<file path="src/rtl/intc_pkg.sv">
// Shared types and constants for the priority interrupt controller.
// Holds the FSM state enum, control-field layout and cfg address decode.
package intc_pkg;

    typedef enum logic {
        ST_IDLE = 1'b0,
        ST_REQ  = 1'b1
    } state_t;

    // Control register layout: level in the low bits, enable just above.
    localparam int CTRL_LVL_LSB = 0;

    // cfg_addr MSB decode.
    localparam logic CFG_SEL_VEC  = 1'b0;
    localparam logic CFG_SEL_CTRL = 1'b1;

    function automatic int ctrl_en_bit(input int lvl_w);
        return CTRL_LVL_LSB + lvl_w;
    endfunction

endpackage

</file>
<file path="src/rtl/intc_arbiter.sv">
// Combinational priority arbiter: highest level wins, ties to lowest index.
// Ports: pending, levels, cur_lvl, in_service in; valid, win_id, win_lvl out.
module intc_arbiter #(
    parameter  int NUM_IRQ = 4,
    parameter  int LVL_W   = 2,
    localparam int ID_W    = $clog2(NUM_IRQ)
) (
    input  logic [NUM_IRQ-1:0]            pending,
    input  logic [NUM_IRQ-1:0][LVL_W-1:0] levels,
    input  logic [LVL_W-1:0]              cur_lvl,
    input  logic                          in_service,
    output logic                          valid,
    output logic [ID_W-1:0]               win_id,
    output logic [LVL_W-1:0]              win_lvl
);

    always_comb begin
        valid   = 1'b0;
        win_id  = '0;
        win_lvl = '0;
        for (int i = 0; i < NUM_IRQ; i++) begin
            // Only strictly higher levels may preempt an active handler.
            if (pending[i] && (!in_service || levels[i] > cur_lvl)) begin
                // Strict compare keeps the lower index on a tie.
                if (!valid || levels[i] > win_lvl) begin
                    valid   = 1'b1;
                    win_id  = ID_W'(i);
                    win_lvl = levels[i];
                end
            end
        end
    end

endmodule

</file>
<file path="src/rtl/intc_prio.sv">
// Nesting priority interrupt controller with vector/level/enable registers.
// Ports: CLK, Reset, irq, cfg_* bus, intr/int_vector/int_id/int_ack, int_ret,
// in_service, cur_lvl.
module intc_prio
    import intc_pkg::*;
#(
    parameter  int NUM_IRQ = 4,
    parameter  int DATA_W  = 16,
    parameter  int LVL_W   = 2,
    localparam int ID_W    = $clog2(NUM_IRQ)
) (
    input  logic              CLK,
    input  logic              Reset,
    input  logic [NUM_IRQ-1:0] irq,
    input  logic              cfg_write,
    input  logic [ID_W:0]     cfg_addr,
    input  logic [DATA_W-1:0] cfg_data_in,
    output logic [DATA_W-1:0] cfg_data_out,
    output logic              intr,
    output logic [DATA_W-1:0] int_vector,
    output logic [ID_W-1:0]   int_id,
    input  logic              int_ack,
    input  logic              int_ret,
    output logic              in_service,
    output logic [LVL_W-1:0]  cur_lvl
);

    localparam int             EN_BIT  = ctrl_en_bit(LVL_W);
    localparam int             DEPTH   = 1 << LVL_W;
    localparam logic [LVL_W:0] SP_ONE  = (LVL_W+1)'(1);
    localparam logic [LVL_W:0] SP_FULL = (LVL_W+1)'(DEPTH);

    logic [DATA_W-1:0]             vec [NUM_IRQ];
    logic [NUM_IRQ-1:0][LVL_W-1:0] lvl;
    logic [NUM_IRQ-1:0]            en;
    logic [NUM_IRQ-1:0]            pending;
    logic [NUM_IRQ-1:0]            pend_next;
    logic [NUM_IRQ-1:0]            irq_q;

    state_t           state;
    logic [LVL_W-1:0] grant_lvl;
    logic [LVL_W-1:0] stack [DEPTH];
    logic [LVL_W:0]   sp;
    logic [LVL_W-1:0] top_idx;

    logic [ID_W-1:0]  ch;
    logic             ch_ok;
    logic             arb_valid;
    logic [ID_W-1:0]  arb_id;
    logic [LVL_W-1:0] arb_lvl;

    assign ch = cfg_addr[ID_W-1:0];

    // Address slots beyond NUM_IRQ exist only for non-power-of-2 counts.
    if ((1 << ID_W) == NUM_IRQ) begin : g_full
        assign ch_ok = 1'b1;
    end else begin : g_part
        assign ch_ok = ({1'b0, ch} < (ID_W+1)'(NUM_IRQ));
    end

    assign in_service = (sp != '0);
    assign top_idx    = sp[LVL_W-1:0] - LVL_W'(1);
    assign cur_lvl    = in_service ? stack[top_idx] : '0;

    always_comb begin
        cfg_data_out = '0;
        if (ch_ok) begin
            if (cfg_addr[ID_W] == CFG_SEL_CTRL) begin
                cfg_data_out[CTRL_LVL_LSB +: LVL_W] = lvl[ch];
                cfg_data_out[EN_BIT]                = en[ch];
            end else begin
                cfg_data_out = vec[ch];
            end
        end
    end

    // Ack clears first so that a same-cycle edge on that channel survives;
    // a disabling write has the final say.
    always_comb begin
        pend_next = pending;
        if (state == ST_REQ && int_ack)
            pend_next[int_id] = 1'b0;
        pend_next = pend_next | (irq & ~irq_q & en);
        if (cfg_write && ch_ok && cfg_addr[ID_W] == CFG_SEL_CTRL
            && !cfg_data_in[EN_BIT])
            pend_next[ch] = 1'b0;
    end

    always_ff @(posedge CLK or posedge Reset) begin
        if (Reset) begin
            for (int i = 0; i < NUM_IRQ; i++)
                vec[i] <= '0;
            lvl     <= '0;
            en      <= '0;
            pending <= '0;
            irq_q   <= '0;
        end else begin
            irq_q   <= irq;
            pending <= pend_next;
            if (cfg_write && ch_ok) begin
                if (cfg_addr[ID_W] == CFG_SEL_CTRL) begin
                    lvl[ch] <= cfg_data_in[CTRL_LVL_LSB +: LVL_W];
                    en[ch]  <= cfg_data_in[EN_BIT];
                end else begin
                    vec[ch] <= cfg_data_in;
                end
            end
        end
    end

    intc_arbiter #(
        .NUM_IRQ (NUM_IRQ),
        .LVL_W   (LVL_W)
    ) u_arb (
        .pending    (pending),
        .levels     (lvl),
        .cur_lvl    (cur_lvl),
        .in_service (in_service),
        .valid      (arb_valid),
        .win_id     (arb_id),
        .win_lvl    (arb_lvl)
    );

    always_ff @(posedge CLK or posedge Reset) begin
        if (Reset) begin
            state      <= ST_IDLE;
            intr       <= 1'b0;
            int_vector <= '0;
            int_id     <= '0;
            grant_lvl  <= '0;
            sp         <= '0;
            for (int i = 0; i < DEPTH; i++)
                stack[i] <= '0;
        end else begin
            unique case (state)
                ST_IDLE: begin
                    if (int_ret && in_service)
                        sp <= sp - SP_ONE;
                    if (arb_valid) begin
                        state      <= ST_REQ;
                        intr       <= 1'b1;
                        int_id     <= arb_id;
                        int_vector <= vec[arb_id];
                        grant_lvl  <= arb_lvl;
                    end
                end
                ST_REQ: begin
                    if (int_ack) begin
                        state <= ST_IDLE;
                        intr  <= 1'b0;
                        if (sp != SP_FULL) begin
                            stack[sp[LVL_W-1:0]] <= grant_lvl;
                            sp <= sp + SP_ONE;
                        end
                    end
                end
                default: state <= ST_IDLE;
            endcase
        end
    end

endmodule

</file>
<file path="config.mk">
export PLATFORM = sky130hd
export DESIGN_NAME = intc_prio
export DESIGN_NICKNAME = d
export VERILOG_FILES = /design/src/rtl/intc_pkg.sv /design/src/rtl/intc_arbiter.sv /design/src/rtl/intc_prio.sv
export SDC_FILE = /design/constraint.sdc
export NUM_CORES = 1
export LEC_CHECK = 0
export CAP_MARGIN = 20
export CELL_PAD_IN_SITES_DETAIL_PLACEMENT = 1
export CELL_PAD_IN_SITES_GLOBAL_PLACEMENT = 2
export CORE_MARGIN = 1.5
export CORE_UTILIZATION = 35
export CTS_CLUSTER_DIAMETER = 40
export DETAILED_ROUTE_END_ITERATION = 16
export GPL_ROUTABILITY_DRIVEN = 1
export PLACE_DENSITY = 0.81
export SLEW_MARGIN = 5
export SYNTH_ARGS = -nofsm -noshare
export SYNTH_HDL_FRONTEND = slang
export SYNTH_SLANG_ARGS = --single-unit
</file>
<file path="constraint.sdc">
create_clock -name CLK -period 7.72 [get_ports CLK]
set_input_delay 1.158 -clock CLK [delete_from_list [all_inputs] [get_ports CLK]]
set_output_delay 1.158 -clock CLK [all_outputs]
set_load 0.01 [all_outputs]
</file>
Word-level counts from Yosys, hierarchy flattened
Cells that the tools add are included.

Output and inout bits: 38. Register bits: 117.

Order comparisons: 17. Reductions and logical operators: 31. Multiplexer cells: 62. Add/sub/neg operators: 3. Bitwise operators: 14. Equal/unequal tests: 5.

Operators with widths (number): $mux 16 (5); $bmux 16 s2 (2); $bwmux 64 (1); $mux 2 (18); $demux 16 s2 (1); $and 4x4->4 (4); $bwmux 8 (2); $mux 1 (15); $gt 2x2->1 (7); $mux 13 (1); $ge 3x3->1 const B (4); $logic_and 1x1->1 (12); $mux 3 (4); $not 2->3 (4); $not 4->4 (3); $bmux 2 s2 (2); $demux 2 s2 (2); $mux 4 (2); $reduce_and 2->1 (4); $logic_or 1x1->1 (7); $lt 2x3->1 const B (2); $lt 3x1->1 const B (2); $ne 2x2->1 const B (3); $pmux 3 s2 (1); 15 further kinds (24).

Longest topological paths before layout
Depth after elaboration: 26. Mapped depth: 36. Depth with buffers taken out: 33.

By module
A second synthesis with hierarchy kept.

Cell total of the unflattened synthesis: 429. Area, all modules: 6252.2 µm².

Modules (own cells, without submodules): intc_prio (seq. area each 2927.8 µm², cells an instance 357, area an instance 5690.5 µm², times used 1); intc_arbiter (seq. area each 0.0 µm², cells an instance 72, area an instance 561.8 µm², times used 1).

Worst setup path before layout
No wires, ideal clock.

Path kind: register -> register. Start point: reg sp[0]. End point: reg int_vector[2]. Slack: 0.167 ns. Stages on the path, launching flop included: 35. Arrival time: 7.467 ns. Path buffers: 3. Cell sequence: dfrtp_1 buf_6 inv_1 ha_1 buf_2 mux2_2 o21ai_0 or2_2 ha_1 and3b_1 a221oi_1 a31oi_1 nand2_1 ha_1 nor2b_1 a2bb2oi_1 a311o_1 nand2_1 mux2i_1 inv_1 ha_1 nor2b_1 a2bb2oi_1 a311oi_1 nor3_1 o21ai_0 ha_1 nor2b_1 o21ai_0 a21oi_1 nor4_2 buf_2 o21a_1 a21oi_2 o221ai_2.

Word-level cells in the longest chain between the ends: 26. Elaborated cells on any way between the ends: 52. Those cells by class: add/sub (1); order compare (7); mux (25); bitwise (2); reduce/logical (17).

RTL lines: start: declaration (RTL line intc_prio.sv:43) `logic [LVL_W:0] sp;`; start signal: assignment (RTL line intc_prio.sv:138) `sp <= sp - SP_ONE;`; start signal: assignment (RTL line intc_prio.sv:153) `sp <= sp + SP_ONE;`; $sub 2x1->2 * (RTL line intc_prio.sv:62) `assign top_idx = sp[LVL_W-1:0] - LVL_W'(1);`; via top_idx[0] (RTL line intc_prio.sv:44) `logic [LVL_W-1:0] top_idx;`; $not 2->3 (not written as such) * (RTL line intc_prio.sv:63) `assign cur_lvl = in_service ? stack[top_idx] : '0;`; $bmux 2 s2 * (RTL line intc_prio.sv:63); $mux 2 (not written as such) * (2 in series) (RTL line intc_prio.sv:63); $mux 2 * (RTL line intc_prio.sv:63); $gt 2x2->1 (RTL line intc_arbiter.sv:23) `if (pending[i] && (!in_service || levels[i] > cur_lvl)) begin`; $logic_or 1x1->1 (RTL line intc_arbiter.sv:23); (+9 left out); $mux 2 / $mux 1 (equally long branches) (RTL line intc_arbiter.sv:23); $gt 2x2->1 / $logic_not 1->1 (equally long branches) (RTL line intc_arbiter.sv:25) `if (!valid || levels[i] > win_lvl) begin`; $logic_or 1x1->1 (RTL line intc_arbiter.sv:25); $mux 2 (RTL line intc_arbiter.sv:25); $mux 2 (RTL line intc_arbiter.sv:23); $not 2->3 (not written as such) (RTL line intc_prio.sv:143) `int_vector <= vec[arb_id];`; $bmux 16 s2 (RTL line intc_prio.sv:143); $mux 16 (not written as such) (2 in series) (RTL line intc_prio.sv:143); end signal: assignment (RTL line intc_prio.sv:143); end: declaration (RTL line intc_prio.sv:20) `output logic [DATA_W-1:0] int_vector,`.

Mark *: on every way through the listed nets, which the timed path passes. The rest lies on a longest branch. The select of a mux whose other input is x is not followed. A chain may end at the register's enable or synchronous reset.

Worst setup path after layout
Start point: reg sp[1]. End point: reg int_vector[13].

Word-level cells in the longest chain between the ends: 26. Elaborated cells on any way between the ends: 52. Those cells by class: add/sub (1); order compare (7); mux (25); bitwise (2); reduce/logical (17).

RTL lines (RTL line): $sub 2x1->2 (intc_prio.sv:62); $not 2->3 (not written as such) (intc_prio.sv:63); $bmux 2 s2 (intc_prio.sv:63); $mux 2 (not written as such) (2 in series) (intc_prio.sv:63); $mux 2 (intc_prio.sv:63); $gt 2x2->1 (intc_arbiter.sv:23); $logic_or 1x1->1 (intc_arbiter.sv:23); $logic_and 1x1->1 (intc_arbiter.sv:23); (+8 left out); $mux 2 / $mux 1 (equally long branches) (intc_arbiter.sv:23); $gt 2x2->1 / $logic_not 1->1 (equally long branches) (intc_arbiter.sv:25); $logic_or 1x1->1 (intc_arbiter.sv:25); $mux 2 (intc_arbiter.sv:25); $mux 2 (intc_arbiter.sv:23); $not 2->3 (not written as such) (intc_prio.sv:143); $bmux 16 s2 (intc_prio.sv:143); $mux 16 (not written as such) (2 in series) (intc_prio.sv:143).

Parallel ways exist; a longest one is shown, timed or not. The select of a mux whose other input is x is not followed.

==> impl_metrics.env <==
export IMPL_cp_slowest_stage_delay_ns=0.40
export IMPL_max_freq_ghz=0.139
export IMPL_clk_pin_slew_ns=0.05
export IMPL_viasPerCell=5.51
export IMPL_hpwl_mm=11.7
export IMPL_cts_root_buf="clkbuf_16"
export IMPL_die_h_um=137
export IMPL_ys_top_cells_by_area="dfrtp_1 (46%), mux2_2 (15%), mux4_2 (7.2%), mux2i_1 (3.2%), ha_1 (2.8%)"
export IMPL_synth_commonest_cells="dfrtp_1 (117), mux2_2 (86), nand2_1 (36)"
export IMPL_cts_made_buffers=17
export IMPL_ant_nets=0
export IMPL_swShare_pct=42.0
export IMPL_syn_inst=504
export IMPL_maxSlewViolCount=0
export IMPL_r2r_cells=33
export IMPL_numPortBuffers=65
export IMPL_ys_types=55
export IMPL_maxCapViolCount=0
export IMPL_combinationalPowerShare_pct=56.0
export IMPL_crit_path_max_fanout=15
export IMPL_grt_max_degree=71
export IMPL_reg2reg_slack_ns=0.52
export IMPL_synth_edf_count=0
export IMPL_worst_slew_pin_slew_ns=1.05
export IMPL_timing_setup_tns_ns=0
export IMPL_fp_row_count=48
export IMPL_grt_pass1_wl_mm=28.5
export IMPL_syn_cell_area_um2=6300
export IMPL_r2r_start="sp[1]"
export IMPL_power_switching_mw=1.65
export IMPL_place_gp_congestion=0.859
export IMPL_timing_hold_violations_final=0
export IMPL_worstPathArrival_ns=7.46
export IMPL_ys_async_sr_fraction_pct=100
export IMPL_hold_ws_ns=0.493
export IMPL_relSlewSlack_pct=29.7
export IMPL_clockBufferDepth=2
export IMPL_dieArea_um2=18800
export IMPL_syn_area_per_cell_um2=12.5
export IMPL_rsz0062_at_grt="false"
export IMPL_diodes=0
export IMPL_netlist_area_leader_share_pct=46.5
export IMPL_num_vias=4511
export IMPL_p_int_mw=2.28
export IMPL_p_seq_share_pct=24.8
export IMPL_ir_drop_v=0.000233
export IMPL_synth_seq_cells=117
export IMPL_required_ns=7.99
export IMPL_cts_sinks=117
export IMPL_ys_flop_type="dfrtp_1"
export IMPL_path_class="reg2reg"
export IMPL_grt_usage_pct=20.5
export IMPL_start_util_pct=36.2
export IMPL_yosysSeqAreaShare_pct=46.5
export IMPL_synth_most_common_cell="dfrtp_1"
export IMPL_timing_rr_end="int_vector[13]"
export IMPL_crit_path_start_kind="register"
export IMPL_antenna_found_initial=0
export IMPL_worstHoldStart="int_vector[10]"
export IMPL_leakagePower_nw=3.30
export IMPL_hold_path_depth=2
export IMPL_cp_end_kind="register"
export IMPL_status="finished, final reports clean"
export IMPL_syn2layout_area_growth_pct=26.7
export IMPL_drt_first_pass_iters=4
export IMPL_cpMaxStageDelayCell="dfrtp_1"
export IMPL_n_fill_cell=1828
export IMPL_routed_wl_mm=18.0
export IMPL_coreArea_um2=17400
export IMPL_cpMostUsedCell="ha_1"
export IMPL_wl_per_cell_um=22.0
export IMPL_final_setup_viol_count=0
export IMPL_synth_top_area_cell="dfrtp_1"
export IMPL_period_minus_slack_ns=7.20
export IMPL_clk_latency_ns=0.42
export IMPL_p_per_area_nw_per_um2=492
export IMPL_fin_nets=625
export IMPL_drive_gt1_share_pct=33.2
export IMPL_die_w_um=137
export IMPL_overflow=0
export IMPL_h_tree_depth=4
export IMPL_first_global_vias=5058
export IMPL_syn_nets=547
export IMPL_yosys_warnings=0
export IMPL_p_clk_share_pct=19.2
export IMPL_min_path_type="reg2reg"
export IMPL_finClkSkew_ns=0.00670
export IMPL_drtIter0Drc=211
export IMPL_cts_tree="done"
export IMPL_period_share_pct=93.2
export IMPL_io_pin_count=66
export IMPL_worstHoldEndpoint="int_vector[10]"
export IMPL_drc=0
==> how the worst max path moves through the flow <==
stage,start,end,slack [ns],cells past startpoint
6_report,sp[1],int_vector[13],0.52,33
2_1_floorplan,sp[0],int_vector[2],0.17,34
5_1_grt,sp[1],int_vector[13],0.008,33
4_1_cts,sp[1],int_vector[12],0.13,33
3_5_place_dp,sp[1],int_vector[11],0.19,33
3_3_place_gp,sp[1],int_vector[3],0.54,33
==> per-layer routing <==
layer  track usage [%]  part of all wire [%]  vias to the layer above
li1                  -                     -                     2027
met1              26.0                    43                     2353
met2              33.8                    50                       98
met3              4.22                   4.3                       33
met4              8.89                   2.5                        0
met5                 0                     0                        -
==> sequential cells by signal, summed over array words and instances (netlist names), 2 cells and up <==
name,count
en,4
grant_lvl,2
int_id,2
int_vector,16
irq_q,4
lvl,8
pending,4
sp,3
stack,8
vec,64
==> power by group through the flow <==
| stage | registers, mW | clock network, mW | logic (mW) |
|---|---|---|---|
| floorplan | 0.942 | 0 | 1.37 |
| global placement | 0.967 | 0 | 1.98 |
| detailed placement | 0.981 | 0 | 2.04 |
| CTS | 0.974 | 0.771 | 2.06 |
| global route | 1.00 | 0.794 | 2.39 |
| finish | 0.974 | 0.755 | 2.20 |
==> worst max-delay path: cells and delay by family (launching register included) <==
kind,cells,cell delay [ns]
buf+inv,5,0.74
mux,2,0.60
compound gates,10,1.98
fa+ha+maj,5,1.44
simple gates,11,1.86
flops,1,0.40
==> placed cells by master (no fill, tap or decap), drive strengths merged, types with 3 or more instances in the layout <==
master	synthesis	final
clkbuf	12	21
mux4	20	20
o221ai	14	14
nor3	4	4
nor2	13	13
buf	12	18
clkinvlp	0	3
nor3b	3	3
ha	14	14
mux2i	20	20
xnor2	4	4
and2	3	3
a21oi	27	27
nand2b	3	3
o21a	18	18
a31oi	5	5
clkdlybuf4s50	0	65
nor2b	18	18
nand3	6	6
nand2	36	36
nand4	5	5
nand3b	4	4
dfrtp	117	117
mux2	86	86
inv	17	17
nand4b	3	3
o21ai	14	14
or2	3	3
clkinv	0	5
==> logic make-up (layout without fill, tap and decap cells) <==
group,Yosys count,after routing,share of synthesized area [%]
XOR/XNOR,4,4,0.556
AND/OR/NAND/NOR,108,108,9.59
multiplexers,126,126,25.7
flip-flops,117,117,46.5
adder cells (fa/ha/maj),15,15,3.10
AO/OA/AOI/OAI,93,93,11.6
buffers and inverters,41,131,2.96
==> through the flow <==
step	power (mW)	util [%]	cell area [µm²]	setup WS (ns)	std cells
after floorplan	2.31	-	6300	0.167	504
final	3.93	45.8	7980	0.523	819
after global routing	4.19	45.8	7980	0.00752	819
after detailed placement	3.02	41.8	7280	0.189	785
after global placement	2.94	41.8	7280	0.542	785
after CTS	3.80	45.0	7840	0.131	816
==> cell type report <==
cell class | count | area [µm²] | area share, %
flip-flops and latches | 117 | 2930 | 36.7
clock inverters | 10 | 108 | 1.35
inverters | 17 | 66.3 | 0.831
clock buffers | 21 | 450 | 5.64
well taps | 225 | 282 | 3.53
repair buffers | 83 | 810 | 10.1
multi-input cells | 346 | 3340 | 41.8
==> what timing repair did <==
action | in CTS | in global routing
endpoints found under the hold margin | 0 | 0
setup endpoints to repair | 0 | 20
setup buffers | 0 | 1
gates resized for setup | 0 | 20
hold buffers | 0 | 0
(Power assumes the default switching activity.)
